### src/rtl/uart_tx_fifo.sv
// UART transmitter with a small transmit FIFO and an RS485 driver-enable output.
// Latency: a word pushed into an empty FIFO while idle shows its start bit two clk edges after acceptance.
// Backpressure: wr_ready (registered "not full") drops when the FIFO fills; writes while it is low are ignored.
module uart_tx_fifo #(
  parameter int DATA_BITS  = 8,
  parameter int OVERSAMPLE = 16,
  parameter int PARITY     = 0,
  parameter int STOP_BITS  = 1,
  parameter int FIFO_DEPTH = 4,
  parameter int TURNAROUND = 16
) (
  input  logic                 clk,
  input  logic                 rst_n,
  input  logic [DATA_BITS-1:0] datain,
  input  logic                 wr_valid,
  output logic                 wr_ready,
  output logic                 tx,
  output logic                 de,
  output logic                 busy
);

  localparam int         AW        = $clog2(FIFO_DEPTH);
  localparam logic [7:0] BIT_LAST  = 8'(OVERSAMPLE - 1);
  localparam logic [7:0] HOLD_LAST = 8'((TURNAROUND == 0) ? 0 : TURNAROUND - 1);
  localparam logic [3:0] DATA_LAST = 4'(DATA_BITS - 1);
  localparam logic [3:0] STOP_LAST = 4'(STOP_BITS - 1);

  typedef enum logic [2:0] {
    S_IDLE, S_START, S_DATA, S_PAR, S_STOP, S_HOLD
  } state_t;

  state_t               r_state, w_state_nxt;
  logic [DATA_BITS-1:0] r_mem [FIFO_DEPTH];
  logic [AW:0]          r_wr_ptr, r_rd_ptr;
  logic [AW:0]          w_wr_ptr_nxt, w_rd_ptr_nxt;
  logic                 r_wr_ready, r_tx, r_de, r_busy;
  logic [DATA_BITS-1:0] r_shift;
  logic                 r_par;
  logic [7:0]           r_cnt;
  logic [3:0]           r_idx;
  logic                 w_push, w_pop, w_empty, w_full_nxt;
  logic                 w_bit_end, w_bit_state, w_tx;
  logic [DATA_BITS-1:0] w_head;

  // The extra pointer MSB separates full (MSBs differ) from empty (pointers equal).
  assign w_push       = wr_valid & r_wr_ready;
  assign w_empty      = (r_wr_ptr == r_rd_ptr);
  assign w_wr_ptr_nxt = r_wr_ptr + {{AW{1'b0}}, w_push};
  assign w_rd_ptr_nxt = r_rd_ptr + {{AW{1'b0}}, w_pop};
  assign w_full_nxt   = (w_wr_ptr_nxt[AW] != w_rd_ptr_nxt[AW]) &&
                        (w_wr_ptr_nxt[AW-1:0] == w_rd_ptr_nxt[AW-1:0]);
  assign w_head       = r_mem[r_rd_ptr[AW-1:0]];
  assign w_bit_end    = (r_cnt == BIT_LAST);
  assign w_bit_state  = (r_state == S_START) || (r_state == S_DATA) ||
                        (r_state == S_PAR)   || (r_state == S_STOP);

  assign wr_ready = r_wr_ready;
  assign tx       = r_tx;
  assign de       = r_de;
  assign busy     = r_busy;

  // FIFO storage: contents need no reset, the pointers define validity.
  always_ff @(posedge clk) begin
    if (w_push) r_mem[r_wr_ptr[AW-1:0]] <= datain;
  end

  // FIFO pointers and registered not-full flag.
  always_ff @(posedge clk or negedge rst_n) begin
    if (!rst_n) begin
      r_wr_ptr   <= '0;
      r_rd_ptr   <= '0;
      r_wr_ready <= 1'b0;
    end else begin
      r_wr_ptr   <= w_wr_ptr_nxt;
      r_rd_ptr   <= w_rd_ptr_nxt;
      r_wr_ready <= ~w_full_nxt;
    end
  end

  // FSM state register.
  always_ff @(posedge clk or negedge rst_n) begin
    if (!rst_n) r_state <= S_IDLE;
    else        r_state <= w_state_nxt;
  end

  // Next state, FIFO pop and the line level for the current state.
  always_comb begin
    w_state_nxt = r_state;
    w_pop       = 1'b0;
    w_tx        = 1'b1;
    case (r_state)
      S_IDLE: begin
        if (!w_empty) begin
          w_pop       = 1'b1;
          w_state_nxt = S_START;
        end
      end
      S_START: begin
        w_tx = 1'b0;
        if (w_bit_end) w_state_nxt = S_DATA;
      end
      S_DATA: begin
        w_tx = r_shift[0];
        if (w_bit_end && r_idx == DATA_LAST) w_state_nxt = (PARITY != 0) ? S_PAR : S_STOP;
      end
      S_PAR: begin
        w_tx = r_par;
        if (w_bit_end) w_state_nxt = S_STOP;
      end
      S_STOP: begin
        if (w_bit_end && r_idx == STOP_LAST) begin
          if (!w_empty) begin
            w_pop       = 1'b1;
            w_state_nxt = S_START;
          end else if (TURNAROUND == 0) begin
            w_state_nxt = S_IDLE;
          end else begin
            w_state_nxt = S_HOLD;
          end
        end
      end
      S_HOLD: begin
        if (!w_empty) begin
          w_pop       = 1'b1;
          w_state_nxt = S_START;
        end else if (r_cnt == HOLD_LAST) begin
          w_state_nxt = S_IDLE;
        end
      end
      default: w_state_nxt = S_IDLE;
    endcase
  end

  // Bit timing, bit index, shift register and parity of the popped word.
  always_ff @(posedge clk or negedge rst_n) begin
    if (!rst_n) begin
      r_cnt   <= '0;
      r_idx   <= '0;
      r_shift <= '0;
      r_par   <= 1'b0;
    end else begin
      if (r_state == S_IDLE || w_state_nxt != r_state || (w_bit_state && w_bit_end))
        r_cnt <= '0;
      else
        r_cnt <= r_cnt + 8'd1;

      if (w_state_nxt != r_state)
        r_idx <= '0;
      else if (w_bit_end && (r_state == S_DATA || r_state == S_STOP))
        r_idx <= r_idx + 4'd1;

      if (w_pop) begin
        r_shift <= w_head;
        r_par   <= (^w_head) ^ (PARITY == 2);
      end else if (r_state == S_DATA && w_bit_end) begin
        r_shift <= r_shift >> 1;
      end
    end
  end

  // Registered outputs, each one cycle behind the state that produces it.
  always_ff @(posedge clk or negedge rst_n) begin
    if (!rst_n) begin
      r_tx   <= 1'b1;
      r_de   <= 1'b0;
      r_busy <= 1'b0;
    end else begin
      r_tx   <= w_tx;
      r_de   <= (r_state != S_IDLE);
      r_busy <= ((r_state != S_IDLE) && (r_state != S_HOLD)) || !w_empty;
    end
  end

endmodule

### config.mk
export PLATFORM = sky130hd
export DESIGN_NAME = uart_tx_fifo
export DESIGN_NICKNAME = d
export VERILOG_FILES = /design/src/rtl/uart_tx_fifo.sv
export SDC_FILE = /design/constraint.sdc
export NUM_CORES = 1
export LEC_CHECK = 0
export ABC_AREA = 1
export ABC_CLOCK_PERIOD_IN_PS = 2400
export BUFFER_PORTS_ARGS = -buffer_cell sky130_fd_sc_hd__buf_2
export CAP_MARGIN = 20
export CORE_ASPECT_RATIO = 2
export CORE_MARGIN = 8
export CORE_UTILIZATION = 50
export DETAILED_ROUTE_END_ITERATION = 10
export PLACE_DENSITY = 0.69
export RECOVER_POWER = 100
export SLEW_MARGIN = 20
export SYNTH_ARGS = -nofsm -noshare
export SYNTH_HDL_FRONTEND = slang
export SYNTH_SLANG_ARGS = --single-unit
### constraint.sdc
create_clock -name clk -period 2.4 [get_ports clk]
set_clock_uncertainty 0.2 [all_clocks]
set_input_delay 0.12 -clock clk [delete_from_list [all_inputs] [get_ports clk]]
set_output_delay 0.12 -clock clk [all_outputs]
set_load 0.005 [all_outputs]
==> flow_metrics.env, run 1 <==
export IMPL_n_antenna_cell=0
export IMPL_port_buffers=14
export IMPL_clockRootBuffer="clkbuf_16"
export IMPL_p_leak_nw=1.71
export IMPL_relSlewSlack=0.425
export IMPL_synth_yosys_seq_area_share=0.561
export IMPL_grt_pass1_vias=2266
export IMPL_final_cell_mix="86 x nand2_1, 33 x dfrtp_1, 32 x edfxtp_1"
export IMPL_worstPathArrival_ns=2.29
export IMPL_clk_latency_ns=0.33
export IMPL_maxCapViolCount=0
export IMPL_synth_nets=346
export IMPL_grt_max_degree=35
export IMPL_grt_pass1_wl_um=9960
export IMPL_cp_required_ns=2.41
export IMPL_final_area_mm2=0.00387
export IMPL_die_w_um=72.8
export IMPL_rsz0062_at_grt="yes"
export IMPL_slew_violations=0
export IMPL_track_usage=0.142
export IMPL_setup_violations=0
export IMPL_wl_per_cell_um=12.8
export IMPL_cts_tree="yes"
export IMPL_path_clk_slew_ns=0.05
export IMPL_critPathMaxFanout=3
export IMPL_status="complete, no violations"
export IMPL_grt_ovfl_total=0
export IMPL_synth_edf_count=32
export IMPL_p_per_area_mw_per_mm2=1300
export IMPL_placed_area_mm2=0.00344
export IMPL_syn_avg_cell_area_um2=9.85
export IMPL_synth_top_area_share=0.298
export IMPL_post_route_period_util=0.953
export IMPL_fin_nets=389
export IMPL_first_pass_iters=4
export IMPL_async_flop_share=0.515
export IMPL_cts_buffers=9
export IMPL_antenna_found_initial=0
export IMPL_yosys_area_top_type="edfxtp_1"
export IMPL_placementRows=41
export IMPL_hold_viol=0
export IMPL_ys_seq_elements=66
export IMPL_cts_buffer_depth=2
export IMPL_drive_gt1_frac=0.176
export IMPL_yosysUniqueCellTypes=36
export IMPL_final_common_cell="nand2_1"
export IMPL_htreeDepth=3
export IMPL_holdWs_ns=0.0382
export IMPL_worstSetupPathType="reg2reg"
export IMPL_netlist_area_mm2=0.00323
export IMPL_worstMarginPinSlew_ns=0.862
export IMPL_area_growth_pct=20.0
export IMPL_die_h_um=130
export IMPL_gp_congestion=0.915
export IMPL_max_vdd_ir_drop_uv=744
export IMPL_dr_total_vias=2248
export IMPL_hold_path_class="in2reg"
export IMPL_p_total_mw=5.05
export IMPL_max_freq_mhz=437
export IMPL_viasPerCell=4.87
export IMPL_synth_area_leaders="edfxtp_1 30%, dfrtp_1 26%, nand2_1 10%"
export IMPL_drc=0
export IMPL_hpwlAfterDp_um=4340
export IMPL_start_util=0.516
export IMPL_num_io_pins=15
export IMPL_finalWirelength_um=5910
export IMPL_cts_sinks=66
export IMPL_worstSetupEndpointType="flop"
export IMPL_dieArea_mm2=0.00944
export IMPL_yosys_warnings=0
export IMPL_period_needed_ns=2.29
export IMPL_synthFlopType="dfrtp_1"
export IMPL_initialDrtViolationCount=114
export IMPL_startpoint_type="flop"
export IMPL_final_antenna_net_count=0
export IMPL_coreArea_mm2=0.00626
export IMPL_synth_cells=328
==> layer usage <==
metal | routed length [µm] | track usage
met1 | 2110 | 0.126
met2 | 3340 | 0.251
met3 | 158 | 0.0387
met4 | 294 | 0.127
met5 | 0 | 0
==> synthesized netlist by cell type, drive strengths merged, types with 2 or more instances <==
master / number
nand2: 97
inv: 37
nor2: 37
dfrtp: 33
edfxtp: 32
nand3: 29
xor2: 13
o21ai: 9
ha: 7
xnor2: 7
buf: 5
nor3: 5
o22ai: 4
a21oi: 2
nand4: 2
==> stage by stage <==
stage                     std cells  setup TNS, ns  worst slack [ns]  utilization
after floorplan                 328              0            0.0878            -
after global placement          435              0             0.162        0.550
after detailed placement        435              0            0.0335        0.550
after CTS                       460              0            0.0206        0.614
after global routing            462        -0.0523           -0.0331        0.619
final                           462              0             0.113        0.619
==> final timing paths <==
kind,from,to,slack (ns),cells past startpoint
min reg2reg,r_cnt[0]$_DFF_PN0_,r_cnt[0]$_DFF_PN0_,0.27,1
min,wr_valid,r_wr_ptr[0]$_DFF_PN0_,0.04,4
min in group asynchronous,rst_n,r_wr_ptr[1]$_DFF_PN0_,0.24,2
max in group asynchronous,rst_n,busy$_DFF_PN0_,1.22,2
max,r_cnt[0]$_DFF_PN0_,wr_ready$_DFF_PN0_,0.11,14
max reg2reg,r_cnt[0]$_DFF_PN0_,wr_ready$_DFF_PN0_,0.11,14
==> cell families (layout without fill, tap and decap cells) <==
group / Yosys count / count (layout) / share of synthesized area
AO/OA/AOI/OAI: 20 / 20 / 0.0415
XOR/XNOR: 20 / 20 / 0.0566
adder cells (fa/ha/maj): 7 / 7 / 0.0271
buffers and inverters: 42 / 90 / 0.0608
flip-flops: 66 / 66 / 0.561
AND/OR/NAND/NOR: 173 / 173 / 0.253
==> timing repair <==
action	CTS	global route
hold buffers	9	0
buffers inserted	0	2
endpoints found under the hold margin	65	0
endpoints found under the setup margin	0	1
gates resized for setup	0	12
==> layout make-up <==
cell class,instances,area [µm²]
tap,86,108
multi-input combinational,220,1270
inverter,37,146
sequential,66,1810
clock buffer,9,225
clock inverter,7,83.8
timing repair buffer,37,229
fill,559,2380
==> critical path, cell delays in order, from the launching register on <==
cell,delay (ns)
dfrtp_1,0.38
ha_2,0.20
nand2_2,0.07
nor2_4,0.14
nand3_4,0.09
nor2_4,0.13
nand2_2,0.07
nand2_2,0.09
nand2_4,0.06
inv_4,0.06
ha_4,0.13
ha_4,0.13
xor2_2,0.16
xor2_1,0.18
nand3_1,0.08
==> sequential cells by signal, indices dropped and copies added (netlist names) <==
register	flops
busy	1
r_par	1
r_rd_ptr	3
r_wr_ptr	3
r_cnt	8
r_state	3
r_shift	8
de	1
tx	1
wr_ready	1
r_idx	4
r_mem	32
==> where the power goes <==
group	total (mW)	internal, mW	switching, mW
clock network	1.34	0.894	0.443
logic	2.04	0.778	1.26
registers	1.68	1.50	0.179
No activity file was read; power rests on OpenSTA's default activity.
==> run 2: changes to the inputs <==
--- a/config.mk
+++ b/config.mk
@@ -9,11 +9,14 @@
 export ABC_CLOCK_PERIOD_IN_PS = 2400
 export BUFFER_PORTS_ARGS = -buffer_cell sky130_fd_sc_hd__buf_2
 export CAP_MARGIN = 20
+export CELL_PAD_IN_SITES_DETAIL_PLACEMENT = 2
+export CELL_PAD_IN_SITES_GLOBAL_PLACEMENT = 2
 export CORE_ASPECT_RATIO = 2
 export CORE_MARGIN = 8
-export CORE_UTILIZATION = 50
+export CORE_UTILIZATION = 36
 export DETAILED_ROUTE_END_ITERATION = 10
-export PLACE_DENSITY = 0.69
+export HOLD_SLACK_MARGIN = 0.12
+export PLACE_DENSITY = 0.75
 export RECOVER_POWER = 100
 export SLEW_MARGIN = 20
 export SYNTH_ARGS = -nofsm -noshare
==> flow_metrics.env, run 2 (synthesis results as in run 1) <==
export IMPL_hold_path_class="in2async"
export IMPL_final_antenna_net_count=0
export IMPL_startpoint_type="flop"
export IMPL_finalWirelength_um=8600
export IMPL_rsz0062_at_grt="no"
export IMPL_worstPathArrival_ns=2.30
export IMPL_num_io_pins=15
export IMPL_maxCapViolCount=0
export IMPL_worstSetupPathType="reg2reg"
export IMPL_largest_reg_flops=32
export IMPL_dp_cells=450
export IMPL_grt_max_degree=35
export IMPL_post_route_period_util=0.958
export IMPL_holdWs_ns=0.238
export IMPL_setup_violations=0
export IMPL_instances_no_fill=486
export IMPL_placementRows=49
export IMPL_cts_sinks=66
export IMPL_coreArea_mm2=0.00883
export IMPL_antenna_found_initial=0
export IMPL_cts_buffer_depth=2
export IMPL_start_util=0.366
export IMPL_period_needed_ns=2.30
export IMPL_track_usage=0.148
export IMPL_slew_violations=0
export IMPL_drive_gt1_frac=0.177
export IMPL_setup_slack_ns=0.102
export IMPL_p_leak_nw=1.75
export IMPL_first_pass_iters=4
export IMPL_placed_area_mm2=0.00346
export IMPL_clk_latency_ns=0.33
export IMPL_critPathMaxFanout=3
export IMPL_viasPerCell=4.97
export IMPL_relSlewSlack=0.413
export IMPL_final_area_mm2=0.00394
export IMPL_cp_required_ns=2.41
export IMPL_clockRootBuffer="clkbuf_16"
export IMPL_cts_tree="yes"
export IMPL_die_h_um=150
export IMPL_max_freq_mhz=435
export IMPL_worstMarginPinSlew_ns=0.880
export IMPL_port_buffers=14
export IMPL_r2r_cells=14
export IMPL_gp_congestion=0.798
export IMPL_htreeDepth=3
export IMPL_grt_pass1_vias=2820
export IMPL_n_antenna_cell=0
export IMPL_final_common_cell="nand2_1"
export IMPL_final_cell_mix="89 x nand2_1, 33 x dfrtp_1, 32 x edfxtp_1"
export IMPL_grt_pass1_wl_um=14300
export IMPL_cts_buffers=9
export IMPL_hpwlAfterDp_um=6150
export IMPL_dr_total_vias=2416
export IMPL_worstSetupEndpointType="flop"
export IMPL_drc=0
export IMPL_tns_ns=0
export IMPL_initialDrtViolationCount=48
export IMPL_dieArea_mm2=0.0124
export IMPL_grt_ovfl_total=0
export IMPL_die_w_um=83.0
export IMPL_fin_nets=397
export IMPL_dpl_worst_slack_ns=-0.0622
export IMPL_p_per_area_mw_per_mm2=1360
export IMPL_status="complete, no violations"
export IMPL_wl_per_cell_um=17.7
export IMPL_hold_viol=0
export IMPL_area_growth_pct=21.9
export IMPL_max_vdd_ir_drop_uv=552
export IMPL_path_clk_slew_ns=0.06
==> run 2: cell count changes in the layout (fill, tap and decap cells not counted), sizes merged <==
cell | before | now
dlygate4sd3 | 9 | 10
clkinv | 4 | 2
clkbuf | 27 | 29
clkinvlp | 1 | 2
buf | 10 | 16
==> run 2: path summary, 6_finish.rpt <==
| path | startpoint | to | slack, ns |
|---|---|---|---|
| setup / recovery | r_cnt[0]$_DFF_PN0_ | wr_ready$_DFF_PN0_ | 0.10 |
| hold / removal | rst_n | r_wr_ptr[1]$_DFF_PN0_ | 0.24 |
| setup reg to reg | r_cnt[0]$_DFF_PN0_ | wr_ready$_DFF_PN0_ | 0.10 |
| hold reg to reg | r_par$_DFFE_PN0N_ | r_par$_DFFE_PN0N_ | 0.29 |
| max in group asynchronous | rst_n | r_cnt[5]$_DFF_PN0_ | 1.21 |
| min in group clk | r_par$_DFFE_PN0N_ | r_par$_DFFE_PN0N_ | 0.29 |
==> run 2: layer usage <==
layer	up-vias	part of all wire	global-route usage	wire length [µm]
li1	1156	-	-	-
met1	1210	0.39	0.158	3360
met2	36	0.56	0.272	4810
met3	14	0.029	0.0267	250
met4	0	0.021	0.0664	184
met5	-	0	0	0
==> run 2: cell type report <==
class	instances	area [µm²]
multi-input combinational	220	1240
sequential	66	1810
fill	975	4890
timing repair buffer	45	294
tap	102	128
inverter	37	144
clock buffer	10	229
clock inverter	6	92.6
==> run 2: worst max-delay path, cell delays in order, from the launching register on <==
cell and delay [ns]:
dfrtp_1 0.36, ha_2 0.19, nand2_1 0.06, nor2_2 0.11
nand3_2 0.11, nor2_4 0.11, nand2_2 0.08, nand2_2 0.09
nand2_4 0.05, inv_2 0.08, ha_4 0.14, ha_4 0.13
xor2_2 0.17, xor2_1 0.19, nand3_1 0.09
==> run 2: per-stage QoR <==
stage	util	total power, mW
3_5_place_dp	0.392	3.92
3_3_place_gp	0.392	3.71
2_1_floorplan	-	3.28
5_1_grt	0.446	5.73
6_report	0.446	5.34
4_1_cts	0.449	5.48
==> run 2: where the power goes <==
group / switching (mW) / internal (mW)
Clock: 0.494 / 0.912
Sequential: 0.201 / 1.50
Combinational: 1.43 / 0.806
==> run 2: timing repair <==
action | in CTS | in global routing
pin swaps | 3 | 3
hold buffers | 10 | 0
endpoints found under the hold margin | 67 | 0
endpoints found under the setup margin | 1 | 1
gates resized for setup | 7 | 2
setup buffers | 6 | 4
==> run 3: changes to the inputs <==
--- a/config.mk
+++ b/config.mk
@@ -7,16 +7,16 @@
 export LEC_CHECK = 0
 export ABC_AREA = 1
 export ABC_CLOCK_PERIOD_IN_PS = 2400
-export BUFFER_PORTS_ARGS = -buffer_cell sky130_fd_sc_hd__buf_2
 export CAP_MARGIN = 20
 export CELL_PAD_IN_SITES_DETAIL_PLACEMENT = 2
 export CELL_PAD_IN_SITES_GLOBAL_PLACEMENT = 2
 export CORE_ASPECT_RATIO = 2
 export CORE_MARGIN = 8
-export CORE_UTILIZATION = 36
+export CORE_UTILIZATION = 37
 export DETAILED_ROUTE_END_ITERATION = 10
+export DONT_BUFFER_PORTS = 1
 export HOLD_SLACK_MARGIN = 0.12
-export PLACE_DENSITY = 0.75
+export PLACE_DENSITY = 0.74
 export RECOVER_POWER = 100
 export SLEW_MARGIN = 20
 export SYNTH_ARGS = -nofsm -noshare
==> constraint.sdc (replaced) <==
create_clock -name clk -period 2.4 [get_ports clk]
set_clock_uncertainty 0.2 [all_clocks]
set_input_delay 0.36 -clock clk [delete_from_list [all_inputs] [get_ports clk]]
set_output_delay 0.36 -clock clk [all_outputs]
set_load 0.005 [all_outputs]
==> flow_metrics.env, run 3 (synthesis results as in run 1) <==
export IMPL_final_antenna_net_count=0
export IMPL_maxCapViolCount=0
export IMPL_viasPerCell=5.08
export IMPL_coreArea_mm2=0.00859
export IMPL_finalWirelength_um=8170
export IMPL_clk_latency_ns=0.33
export IMPL_track_usage=0.144
export IMPL_period_needed_ns=2.49
export IMPL_cp_required_ns=2.40
export IMPL_slew_violations=0
export IMPL_area_growth_pct=19.4
export IMPL_initialDrtViolationCount=24
export IMPL_largest_reg_flops=32
export IMPL_htreeDepth=3
export IMPL_first_pass_iters=4
export IMPL_cts_buffers=9
export IMPL_n_antenna_cell=0
export IMPL_placementRows=48
export IMPL_critPathMaxFanout=3
export IMPL_violations="negative setup slack"
export IMPL_p_leak_nw=1.70
export IMPL_holdWs_ns=0.219
export IMPL_drc=0
export IMPL_grt_pass1_wl_um=13000
export IMPL_final_area_mm2=0.00386
export IMPL_post_route_period_util=1.04
export IMPL_fin_nets=378
export IMPL_die_w_um=82.1
export IMPL_hold_path_class="in2reg"
export IMPL_gp_congestion=0.790
export IMPL_combPwrFrac=0.425
export IMPL_cts_tree="yes"
export IMPL_rsz0062_at_grt="yes"
export IMPL_switching_share=0.403
export IMPL_hold_viol=0
export IMPL_worstMarginPinSlew_ns=0.918
export IMPL_path_clk_slew_ns=0.06
export IMPL_setup_slack_ns=-0.0922
export IMPL_p_int_mw=3.09
export IMPL_placed_area_mm2=0.00341
export IMPL_status="finished with violations"
export IMPL_dr_total_vias=2363
export IMPL_worstPathArrival_ns=2.49
export IMPL_cts_sinks=66
export IMPL_max_vdd_ir_drop_uv=699
export IMPL_final_cell_mix="86 x nand2_1, 33 x dfrtp_1, 32 x edfxtp_1"
export IMPL_die_h_um=148
export IMPL_relSlewSlack=0.388
export IMPL_clockRootBuffer="clkbuf_16"
export IMPL_wl_per_cell_um=17.6
export IMPL_cts_buffer_depth=2
export IMPL_clkPwrFrac=0.244
export IMPL_max_freq_mhz=401
export IMPL_grt_ovfl_total=0
export IMPL_startpoint_type="flop"
export IMPL_dieArea_mm2=0.0122
export IMPL_worstSetupPathType="reg2reg"
export IMPL_antenna_found_initial=0
export IMPL_final_common_cell="nand2_1"
export IMPL_grt_max_degree=35
export IMPL_worstSetupEndpointType="flop"
export IMPL_p_sw_mw=2.08
export IMPL_p_per_area_mw_per_mm2=1340
export IMPL_setup_violations=1
export IMPL_seq_power_share=0.331
export IMPL_hpwlAfterDp_um=5720
export IMPL_start_util=0.376
export IMPL_num_io_pins=15
export IMPL_grt_pass1_vias=2709
export IMPL_port_buffers=0
export IMPL_drive_gt1_frac=0.189
==> run 3: through the flow <==
stage | setup slack (ns) | utilization | instances | setup TNS (ns) | total power, mW
final | -0.0922 | 0.449 | 465 | -0.0922 | 5.17
after global routing | -0.190 | 0.449 | 465 | -0.190 | 5.55
after CTS | 0.00738 | 0.445 | 464 | 0 | 5.18
after detailed placement | -0.0199 | 0.397 | 437 | -0.0199 | 3.81
after global placement | 0.133 | 0.397 | 437 | 0 | 3.69
after floorplan | 0.0878 | - | 328 | 0 | 3.28
==> run 3: routing by layer <==
layer	track usage	vias up	wire, µm	share of wire
met3	0.0314	17	170	0.021
met1	0.116	1186	2410	0.30
li1	-	1131	-	-
met4	0.0717	0	233	0.029
met2	0.291	29	5350	0.66
met5	0	-	0	0
==> run 3: worst max-delay path, stage by stage (launching register included) <==
cell,delay (ns)
dfrtp_1,0.37
ha_2,0.22
nand2_2,0.07
nor2_4,0.15
nand3_4,0.10
nor2_4,0.13
nand2_2,0.09
nand2_2,0.10
nand2_4,0.06
inv_4,0.06
ha_4,0.13
ha_4,0.16
xor2_4,0.18
xor2_1,0.22
nand3_1,0.12
==> run 3: area by class of cell <==
class,instances,area [µm²]
Multi-Input combinational cell,220,1290
Timing Repair Buffer,26,196
Fill cell,940,4730
Inverter,37,146
Sequential cell,66,1810
Clock buffer,10,229
Tap cell,100,125
Clock inverter,6,57.6
==> run 3: final timing paths <==
kind                                         start                endpoint  slack (ns)  depth (start not counted)
worst max-delay path            r_cnt[0]$_DFF_PN0_      wr_ready$_DFF_PN0_       -0.09                         14
worst min-delay path                      wr_valid   r_wr_ptr[0]$_DFF_PN0_        0.22                          3
worst max register to register  r_cnt[0]$_DFF_PN0_      wr_ready$_DFF_PN0_       -0.09                         14
worst min register to register   r_par$_DFFE_PN0N_       r_par$_DFFE_PN0N_        0.28                          2
max in group asynchronous                    rst_n  r_shift[0]$_DFFE_PN0P_        0.90                          2
min in group asynchronous                    rst_n      r_cnt[4]$_DFF_PN0_        0.54                          2
==> run 3: power groups by stage <==
stage,clock network [mW],logic [mW],registers (mW)
4_1_cts,1.30,2.19,1.69
5_1_grt,1.34,2.47,1.74
3_5_place_dp,0,2.09,1.71
2_1_floorplan,0,1.64,1.64
3_3_place_gp,0,1.99,1.70
6_report,1.26,2.20,1.71
==> run 3: repair_timing <==
item	4_1_cts	5_1_grt
gates resized for setup	3	10
hold buffers	10	0
hold endpoints to repair	66	0
buffers inserted	1	1
setup endpoints to repair	1	1
pin swaps	0	4
